==> config.mk <==
export PLATFORM = sky130hd
export DESIGN_NAME = vreg_wr_sched_flat
export DESIGN_NICKNAME = d
export VERILOG_FILES = /design/src/rtl/vreg_pkg.sv /design/src/rtl/vreg_wr_sched_if.sv /design/src/rtl/vreg_wr_sched_rr_arb2.sv /design/src/rtl/vreg_wr_sched.sv /design/src/flat_wrapper.sv
export SDC_FILE = /design/constraint.sdc
export NUM_CORES = 1
export LEC_CHECK = 0
export CAP_MARGIN = 20
export CORE_AREA = 8 8 311 313
export CTS_BUF_LIST = sky130_fd_sc_hd__clkbuf_8 sky130_fd_sc_hd__clkbuf_16
export CTS_CLUSTER_SIZE = 14
export DETAILED_ROUTE_END_ITERATION = 12
export DIE_AREA = 0 0 319 321
export GPL_TIMING_DRIVEN = 0
export HOLD_SLACK_MARGIN = 0.1
export SYNTH_ARGS = -nofsm -noshare
export SYNTH_HDL_FRONTEND = slang
export SYNTH_SLANG_ARGS = --single-unit
==> constraint.sdc <==
create_clock -name clk -period 3.1 [get_ports clk]
set_input_delay 0.465 -clock clk [delete_from_list [all_inputs] [get_ports clk]]
set_output_delay 0.465 -clock clk [all_outputs]
set_load 0.02 [all_outputs]
==> src/rtl/vreg_pkg.sv <==
// Shared constants and types for the vector register file write scheduler.
package vreg_pkg;

  localparam int NREGS = 8;
  localparam int AW    = 3;
  localparam int DW    = 256;

  typedef enum logic {
    REQ_ALU = 1'b0,
    REQ_LSU = 1'b1
  } req_e;

endpackage

==> src/rtl/vreg_wr_sched_if.sv <==
// Write-request buses from ALU and LSU plus the register file write port.
interface vreg_wr_if;
  import vreg_pkg::*;

  logic          alu_valid;
  logic          alu_ready;
  logic [AW-1:0] alu_dst;
  logic [DW-1:0] alu_data;
  logic          lsu_valid;
  logic          lsu_ready;
  logic [AW-1:0] lsu_dst;
  logic [DW-1:0] lsu_data;
  logic          rf_wr_en;
  logic [AW-1:0] rf_wr_dst;
  logic [DW-1:0] rf_wr_data;

  modport master (
    output alu_valid, alu_dst, alu_data, lsu_valid, lsu_dst, lsu_data,
    input  alu_ready, lsu_ready, rf_wr_en, rf_wr_dst, rf_wr_data
  );

  modport slave (
    input  alu_valid, alu_dst, alu_data, lsu_valid, lsu_dst, lsu_data,
    output alu_ready, lsu_ready, rf_wr_en, rf_wr_dst, rf_wr_data
  );
endinterface

==> src/rtl/vreg_wr_sched_rr_arb2.sv <==
// Two-way round-robin arbiter; bit 0 is the ALU, bit 1 the LSU.
module rr_arb2
  import vreg_pkg::*;
(
  input  logic       clk,
  input  logic       rst,
  input  logic [1:0] req,
  output logic [1:0] gnt
);

  req_e ptr_reg, ptr_next;

  always_ff @(posedge clk) begin
    if (rst) ptr_reg <= REQ_ALU;
    else     ptr_reg <= ptr_next;
  end

  // The pointer only rotates when both sides asked in the same cycle.
  always_comb begin
    gnt      = req;
    ptr_next = ptr_reg;
    if (req == 2'b11) begin
      if (ptr_reg == REQ_ALU) begin
        gnt      = 2'b01;
        ptr_next = REQ_LSU;
      end else begin
        gnt      = 2'b10;
        ptr_next = REQ_ALU;
      end
    end
  end

endmodule

==> src/rtl/vreg_wr_sched.sv <==
// Write-port scheduler and RAW hazard scoreboard for the vector register file.
// Optional forwarding from the committing write is enabled by VREG_WR_BYPASS_EN.
module vreg_wr_sched
  import vreg_pkg::*;
(
  input  logic             clk,
  input  logic             rst,
  vreg_wr_if.slave         bus,
  input  logic             sb_set,
  input  logic [AW-1:0]    sb_dst,
  input  logic [AW-1:0]    rd_addr_1,
  input  logic [AW-1:0]    rd_addr_2,
  output logic             stall_1,
  output logic             stall_2,
  output logic [NREGS-1:0] pending,
  output logic             sb_err
`ifdef VREG_WR_BYPASS_EN
  ,
  output logic             fwd_1,
  output logic             fwd_2,
  output logic [DW-1:0]    fwd_data
`endif
);

  logic [1:0]       gnt;
  logic             alu_acc, lsu_acc;
  logic             wr_en_reg;
  logic [AW-1:0]    wr_dst_reg;
  logic [DW-1:0]    wr_data_reg;
  logic [NREGS-1:0] pending_reg, pending_next;
  logic             err_reg, err_set;

  rr_arb2 u_arb (
    .clk (clk),
    .rst (rst),
    .req ({bus.lsu_valid, bus.alu_valid}),
    .gnt (gnt)
  );

  assign bus.alu_ready = gnt[0];
  assign bus.lsu_ready = gnt[1];
  assign alu_acc       = bus.alu_valid & gnt[0];
  assign lsu_acc       = bus.lsu_valid & gnt[1];

  always_ff @(posedge clk) begin
    if (rst) begin
      wr_en_reg   <= 1'b0;
      wr_dst_reg  <= '0;
      wr_data_reg <= '0;
    end else begin
      wr_en_reg <= alu_acc | lsu_acc;
      if (alu_acc) begin
        wr_dst_reg  <= bus.alu_dst;
        wr_data_reg <= bus.alu_data;
      end else if (lsu_acc) begin
        wr_dst_reg  <= bus.lsu_dst;
        wr_data_reg <= bus.lsu_data;
      end
    end
  end

  assign bus.rf_wr_en   = wr_en_reg;
  assign bus.rf_wr_dst  = wr_dst_reg;
  assign bus.rf_wr_data = wr_data_reg;

  // A set in the same cycle as the clear means a new producer, so set wins.
  genvar gi;
  generate
    for (gi = 0; gi < NREGS; gi++) begin : g_sb
      logic set_bit, clr_bit;
      assign set_bit          = sb_set && (sb_dst == AW'(gi));
      assign clr_bit          = wr_en_reg && (wr_dst_reg == AW'(gi));
      assign pending_next[gi] = set_bit | (pending_reg[gi] & ~clr_bit);
    end
  endgenerate

  assign err_set = (sb_set && pending_reg[sb_dst] &&
                    !(wr_en_reg && (wr_dst_reg == sb_dst)))
                 || (wr_en_reg && !pending_reg[wr_dst_reg]);

  always_ff @(posedge clk) begin
    if (rst) begin
      pending_reg <= '0;
      err_reg     <= 1'b0;
    end else begin
      pending_reg <= pending_next;
      err_reg     <= err_reg | err_set;
    end
  end

  assign pending = pending_reg;
  assign sb_err  = err_reg;

`ifdef VREG_WR_BYPASS_EN
  // Forward only when the committing value is not immediately superseded.
  assign fwd_1    = wr_en_reg && (wr_dst_reg == rd_addr_1) && !(sb_set && (sb_dst == rd_addr_1));
  assign fwd_2    = wr_en_reg && (wr_dst_reg == rd_addr_2) && !(sb_set && (sb_dst == rd_addr_2));
  assign fwd_data = wr_data_reg;
  assign stall_1  = pending_reg[rd_addr_1] & ~fwd_1;
  assign stall_2  = pending_reg[rd_addr_2] & ~fwd_2;
`else
  assign stall_1  = pending_reg[rd_addr_1];
  assign stall_2  = pending_reg[rd_addr_2];
`endif

endmodule

==> src/flat_wrapper.sv <==
// flat-port wrapper written by rule: the top's interface ports become plain ports
module vreg_wr_sched_flat import vreg_pkg::*;
  (clk, rst, sb_set, sb_dst, rd_addr_1, rd_addr_2, stall_1, stall_2, pending, sb_err, bus_alu_valid, bus_alu_dst, bus_alu_data, bus_lsu_valid, bus_lsu_dst, bus_lsu_data, bus_alu_ready, bus_lsu_ready, bus_rf_wr_en, bus_rf_wr_dst, bus_rf_wr_data);
  vreg_wr_if bus_i ();
  input  logic clk;
  input  logic rst;
  input  logic sb_set;
  input  logic [AW-1:0] sb_dst;
  input  logic [AW-1:0] rd_addr_1;
  input  logic [AW-1:0] rd_addr_2;
  output logic stall_1;
  output logic stall_2;
  output logic [NREGS-1:0] pending;
  output logic sb_err;
  input wire logic [$bits(bus_i.alu_valid)-1:0] bus_alu_valid;
  input wire logic [$bits(bus_i.alu_dst)-1:0] bus_alu_dst;
  input wire logic [$bits(bus_i.alu_data)-1:0] bus_alu_data;
  input wire logic [$bits(bus_i.lsu_valid)-1:0] bus_lsu_valid;
  input wire logic [$bits(bus_i.lsu_dst)-1:0] bus_lsu_dst;
  input wire logic [$bits(bus_i.lsu_data)-1:0] bus_lsu_data;
  output wire logic [$bits(bus_i.alu_ready)-1:0] bus_alu_ready;
  output wire logic [$bits(bus_i.lsu_ready)-1:0] bus_lsu_ready;
  output wire logic [$bits(bus_i.rf_wr_en)-1:0] bus_rf_wr_en;
  output wire logic [$bits(bus_i.rf_wr_dst)-1:0] bus_rf_wr_dst;
  output wire logic [$bits(bus_i.rf_wr_data)-1:0] bus_rf_wr_data;
  assign bus_i.alu_valid = bus_alu_valid;
  assign bus_i.alu_dst = bus_alu_dst;
  assign bus_i.alu_data = bus_alu_data;
  assign bus_i.lsu_valid = bus_lsu_valid;
  assign bus_i.lsu_dst = bus_lsu_dst;
  assign bus_i.lsu_data = bus_lsu_data;
  assign bus_alu_ready = bus_i.alu_ready;
  assign bus_lsu_ready = bus_i.lsu_ready;
  assign bus_rf_wr_en = bus_i.rf_wr_en;
  assign bus_rf_wr_dst = bus_i.rf_wr_dst;
  assign bus_rf_wr_data = bus_i.rf_wr_data;
  vreg_wr_sched u_core (.clk(clk), .rst(rst), .bus(bus_i), .sb_set(sb_set), .sb_dst(sb_dst), .rd_addr_1(rd_addr_1), .rd_addr_2(rd_addr_2), .stall_1(stall_1), .stall_2(stall_2), .pending(pending), .sb_err(sb_err));
endmodule
==> results of run 1 <==
power breakdown:
| group | leakage, nW | internal [mW] | switching (mW) |
|---|---|---|---|
| clock | 0.594 | 2.37 | 1.73 |
| sequential | 2.25 | 3.77 | 0.192 |
| combinational | 5.95 | 1.45 | 1.48 |
| total | 8.79 | 7.59 | 3.40 |
metal layers:
| layer | vias to the layer above | wire length, um | GRT usage (%) |
|---|---|---|---|
| met3 | 139 | 8431 | 5.906 |
| met4 | 14 | 2995 | 5.241 |
| met1 | 7132 | 31470 | 17.14 |
| li1 | 7009 | - | - |
| met5 | - | 102 | 0 |
| met2 | 737 | 36900 | 24.08 |
logic make-up (layout without fill, tap and decap cells):
logic type      after synthesis  in the layout
other cells                   0              5
simple gates                805            805
flops                       270            270
buf+inv                     151           1016
compound gates              279            279
xor+xnor                      4              4
mux                          13             13
final cells by class:
| cell class | instances | share of cell area [%] |
|---|---|---|
| clock buffer | 46 | 4.515 |
| buffer | 147 | 3.159 |
| antenna | 5 | 0.05382 |
| timing repair buffer | 802 | 34.53 |
| multi-input combinational | 1101 | 27.63 |
| tap | 1197 | 6.442 |
| inverter | 4 | 0.06996 |
| sequential | 270 | 23.25 |
| clock inverter | 17 | 0.3498 |
cell usage after synthesis (5+ instances only):
master	count	area (um^2)
a21oi_1	8	40.04
a311oi_1	139	1217
a311oi_2	120	1802
buf_2	95	475.5
buf_6	6	67.56
clkbuf_1	37	138.9
dfxtp_1	270	5405
mux4_2	5	112.6
nand2_1	525	1971
nand3_1	5	25.02
nor2_1	264	991.0
o21ai_0	6	30.03
critical path, cell delays in order:
cell	delay, ns
clkdlybuf4s50_1	0.67
mux4_2	0.54
mux2_2	0.27
clkdlybuf4s50_1	0.56
path summary, 6_finish.rpt:
path	endpoint	slack [ns]	from
worst min-delay path	u_core.pending[4]	0.30	sb_dst[2]
worst max-delay path	stall_1	0.12	rd_addr_1[0]
worst min register to register	u_core.bus.rf_wr_data[148]	0.49	u_core.bus.rf_wr_data[148]
worst max register to register	u_core.bus.rf_wr_data[165]	1.09	u_core.u_arb.ptr_reg
metrics by stage:
step / instances / hold slack, ns
CTS: 3584 / 0.2401
floorplan: 1522 / 0.5150
finish: 3589 / 0.2962
global placement: 3521 / 0.4852
detailed placement: 3521 / 0.4892
global route: 3586 / 0.2859
==> summary.txt, run 1 <==
Placed design
  • Post-detail-place hpwl: 64640 um
  • Placed Area: 22110 um^2
  • RePlAce Congestion: 0.9144
  • Pre-CTS WS: 0.1143 ns
  • Port buffer count: 802

Synthesis
  • Synth Register Bits: 270
  • Synth Cell Area: 12580 um^2
  • EDFF count, synth: 0
  • Adder-Cell Fraction of Synth Area: 0%
  • Synth Area in Compound Gates: 24.91%
  • Main synth FF type: dfxtp_1
  • Post-synthesis simple-gate area fraction: 24.31%
  • Net Count, Synth: 2054
  • Cells after synthesis: 1522
  • Post-Synth XOR/XNOR Area: 0.2785%
  • Seq/Total Area, Yosys: 42.96%
  • Synth warnings: 0
  • Multiplexer share of the synthesized area: 1.571%
  • Synth Area per Inst: 8.266 um^2
  • Yosys cell types: 33
  • FFs w/ async S/R, synth: 0%
  • Main combinational cell family by area after synthesis: compound AO/OA/AOI/OAI gates

STA
  • Setup TNS: 0 ns
  • Final hold vios: 0
  • Slew Limit Fails: 0
  • Worst rel slew slack: 40.33%
  • Final clock skew: 0.01427 ns
  • Slew @ Worst Pin: 0.8951 ns
  • Final setup vio count: 0
  • Min cycle time layout: 2.980 ns
  • Final period util: 96.13%
  • Max Fclk: 0.3356 GHz
  • RSZ-0062 raised after global routing: no
  • Final worst slack: 0.1199 ns

GRT
  • Vias in the first global route: 15290
  • Largest net degree at the start of global routing: 12
  • Initial antenna violation count: 18
  • Gr usage total: 14.63%
  • First-pass GRT wire length: 111200 um
  • GRT overflow: 0

Flow run
  • Max cap viols: 0

Clock network
  • Setup Fix Bufs, Post-CTS: 0
  • H-tree level count: 2
  • CTS resizes: 0
  • Clock root buffer master: clkbuf_16
  • Clock sink count: 270
  • TritonCTS clock tree: done
  • Num CTS Buffers: 36
  • Clock tree buffer depth: 3
  • Worst-path clk slew: 0.06 ns
  • Hold-fix buffers at CTS: 0
  • Clk Latency, worst-skew pair: 0.54 ns

Pwr
  • Peak VDD IR: 0.2737 mV
  • Power, Total: 11.00 mW
  • Pwr Density: 473.1 nW/um^2
  • Leak: 8.789 nW

Drt
  • ANT nets after route: 0
  • Vias: 15030
  • Total routed wirelength: 79910 um
  • Mean routed wirelength per cell: 22.26 um
  • Vias per inst: 4.188
  • Drt pass-1 iters: 5
  • Iter 0 DRT Violations: 954
  • DRC viols: 0

Layout
  • Reg area: 5405 um^2
  • Fin area: 23250 um^2
  • # fillers: 10110
  • Max reg flops: 256
  • Most frequent cells in the layout: clkdlybuf4s50_1, nand2_1, dfxtp_1
  • Final nets: 2894
  • Area Overhead vs Synth: 84.80%
  • Area occupied by multi-input gates: 6425 um^2
  • Most common cell after layout, fill and taps aside: clkdlybuf4s50_1
  • Final core utilization: 25.21%
  • Layout cells sized above 1: 12.19%

Critical path
  • Worst setup path class: input pin to output pin
  • Crit path max fanout: 2
  • Worst Setup End Kind: output pin
  • CP arrival: 2.52 ns
  • R2r worst-path depth: 7
  • Critical Path RT: 2.63 ns
  • CP Launch Type: input pin

Floorplan
  • Die Area: 102400 um^2
  • Die Width: 319 um
  • Initial Utilization: 13.64%
  • # rows: 112
  • Die height: 321 um
  • Boundary Pins: 805
  • CORE AREA: 92210 um^2

Hold path
  • Worst hold stages: 3
  • Hold WC Path Type: input pin to register

Outcome
  • Status: complete, no violations
No activity file was read; power rests on OpenSTA's default activity.
==> run 2: changes to the inputs <==
--- a/config.mk
+++ b/config.mk
@@ -13,6 +13,8 @@
 export DIE_AREA = 0 0 319 321
 export GPL_TIMING_DRIVEN = 0
 export HOLD_SLACK_MARGIN = 0.1
+export RECOVER_POWER = 100
+export SETUP_SLACK_MARGIN = 0.05
 export SYNTH_ARGS = -nofsm -noshare
 export SYNTH_HDL_FRONTEND = slang
 export SYNTH_SLANG_ARGS = --single-unit
==> summary.txt, run 2 (synthesis gave the netlist of run 1 again) <==
GRT
  • First-pass GRT wire length: 111200 um (unchanged)
  • Largest net degree at the start of global routing: 12 (unchanged)
  • GRT overflow: 0 (unchanged)
  • Vias in the first global route: 15290 (unchanged)
  • Gr usage total: 14.63% (unchanged)
  • Initial antenna violation count: 18 (unchanged)

STA
  • Final clock skew: 0.01340 ns (-0.0008626 ns)
  • Final period util: 96.67% (+0.53 points)
  • RSZ-0062 raised after global routing: no
  • Final hold vios: 0 (unchanged)
  • Slew Limit Fails: 0 (unchanged)
  • Worst rel slew slack: 26.09% (-14 points)
  • Slew @ Worst Pin: 1.109 ns (+0.2136 ns)
  • Setup TNS: 0 ns (unchanged)
  • Min cycle time layout: 2.997 ns (+0.01653 ns)
  • Final setup vio count: 0 (unchanged)
  • Max Fclk: 0.3337 GHz (-0.55%)

Critical path
  • R2r worst-path depth: 7 (unchanged)
  • RR Endpoint: u_core.bus.rf_wr_data[16]
  • Worst setup path class: input pin to output pin
  • Crit path max fanout: 2 (unchanged)
  • Slowest stage cell, crit path: clkdlybuf4s50_1
  • R2R Setup Slk: 0.25 ns (-0.84 ns)
  • CP Launch Type: input pin
  • Most used cell along the critical path: clkdlybuf4s50_1
  • CP arrival: 2.53 ns (about the same)
  • Worst Setup End Kind: output pin
  • Cell chain of the critical path: clkdlybuf4s50_1 > mux4_2 > mux2_2 > clkdlybuf4s50_1
  • Critical Path RT: 2.63 ns (about the same)
  • CP bufs+invs: 2 (unchanged)
  • Reg2reg start: u_core.u_arb.ptr_reg
  • Max incr delay on CP: 0.68 ns (about the same)
  • Largest delay share family, worst path: buffers and inverters

Floorplan
  • Initial Utilization: 13.64% (unchanged)
  • Boundary Pins: 805 (unchanged)
  • # rows: 112 (unchanged)
  • Die height: 321 um (unchanged)
  • CORE AREA: 92210 um^2 (unchanged)
  • Die Width: 319 um (unchanged)
  • Die Area: 102400 um^2 (unchanged)

Placed design
  • Port buffer count: 802 (unchanged)
  • Placed Area: 22110 um^2 (unchanged)
  • RePlAce Congestion: 0.9144 (unchanged)
  • Post-detail-place hpwl: 64640 um (unchanged)

Clock network
  • H-tree level count: 2 (unchanged)
  • Clock tree buffer depth: 3 (unchanged)
  • Clk Latency, worst-skew pair: 0.54 ns (about the same)
  • Worst-path clk slew: 0.06 ns (about the same)
  • TritonCTS clock tree: done
  • Clock root buffer master: clkbuf_16
  • Setup Fix Bufs, Post-CTS: 0 (unchanged)
  • Num CTS Buffers: 36 (unchanged)
  • CTS resizes: 0 (unchanged)
  • Clock sink count: 270 (unchanged)
  • Hold-fix buffers at CTS: 0 (unchanged)

Layout
  • Most frequent cells in the layout: clkdlybuf4s50_1, nand2_1, dlygate4sd3_1
  • Reg area: 5405 um^2 (unchanged)
  • Most common cell after layout, fill and taps aside: clkdlybuf4s50_1
  • Area occupied by multi-input gates: 6175 um^2 (-3.9%)
  • # fillers: 10170 (+0.54%)
  • Final core utilization: 24.92% (-0.30 points)
  • Final nets: 2894 (unchanged)
  • Fin area: 22980 um^2 (-1.2%)
  • Max reg flops: 256 (unchanged)
  • Layout cells sized above 1: 9.929% (-2.3 points)
  • Area Overhead vs Synth: 82.63%

Flow run
  • Max cap viols: 0 (unchanged)

Pwr
  • Power, Total: 10.83 mW (-1.5%)
  • Leak: 9.264 nW (+5.4%)
  • Peak VDD IR: 0.2738 mV (about the same)
  • Pwr Density: 471.5 nW/um^2 (-0.33%)

Drt
  • ANT nets after route: 0 (unchanged)
  • Vias: 15010 (-0.17%)
  • Total routed wirelength: 79940 um (about the same)
  • Drt pass-1 iters: 6 (+1)
  • Mean routed wirelength per cell: 22.27 um (about the same)
  • DRC viols: 0 (unchanged)
  • Iter 0 DRT Violations: 957 (+0.31%)
  • Vias per inst: 4.181 (-0.17%)

Outcome
  • Status: complete, no violations

Hold path
  • Worst hold stages: 3 (unchanged)
  • Hold WC Path Type: input pin to register
  • Hold Path Origin: sb_dst[2]
  • Hold endpoint: u_core.pending[4]
-- run 2: cell types whose count changed in the layout (fill, tap and decap cells not counted) --
cell / previous run / this run
clkdlybuf4s50_1: 802 / 531
dlygate4sd3_1: 0 / 271
a311oi_1: 139 / 179
a311oi_2: 120 / 80
clkbuf_1: 37 / 55
buf_2: 95 / 81
buf_1: 4 / 0
buf_6: 6 / 5
clkbuf_2: 0 / 1
-- run 2: worst max path at each step --
| stage | to | cells after the start | startpoint | slack [ns] |
|---|---|---|---|---|
| after floorplan | stall_1 | 2 | rd_addr_1[0] | 1.39 |
| final | stall_1 | 4 | rd_addr_1[0] | 0.10 |
| after global routing | bus_alu_ready | 6 | bus_lsu_valid | 0.04 |
| after global placement | bus_alu_ready | 6 | bus_lsu_valid | 0.11 |
| after CTS | bus_alu_ready | 6 | bus_lsu_valid | 0.12 |
| after detailed placement | bus_alu_ready | 6 | bus_lsu_valid | 0.11 |
-- run 2: layout make-up --
| type | count | share of cell area (%) |
|---|---|---|
| Timing Repair Buffer | 802 | 34.94 |
| Sequential cell | 270 | 23.53 |
| Tap cell | 1197 | 6.519 |
| Clock inverter | 17 | 0.3540 |
| Multi-Input combinational cell | 1101 | 26.87 |
| Inverter | 4 | 0.07079 |
| Antenna cell | 5 | 0.05446 |
| Clock buffer | 46 | 4.569 |
| Buffer | 147 | 3.093 |
-- run 2: power by group --
group          switching, mW  internal [mW]
clock                   1.72           2.37
sequential             0.178           3.77
combinational           1.46           1.33
-- run 2: tightest hold or removal path, cell delays in order --
cell,delay (ns)
buf_2,0.18
nand3_1,0.09
a21oi_1,0.06
-- run 2: metrics by stage --
step | instances | setup slack, ns | hold WS (ns)
detailed placement | 3521 | 0.1143 | 0.4892
floorplan | 1522 | 1.387 | 0.5150
finish | 3589 | 0.1033 | 0.2952
global placement | 3521 | 0.1050 | 0.4852
CTS | 3584 | 0.1159 | 0.2401
global route | 3586 | 0.04235 | 0.2859
-- run 2: layer usage --
| metal | GRT usage (%) | routed length [um] | vias to the layer above |
|---|---|---|---|
| met4 | 5.241 | 2982 | 14 |
| met2 | 24.08 | 36950 | 725 |
| met1 | 17.14 | 31530 | 7116 |
| met3 | 5.906 | 8381 | 139 |
| li1 | - | - | 7012 |
| met5 | 0 | 102 | - |
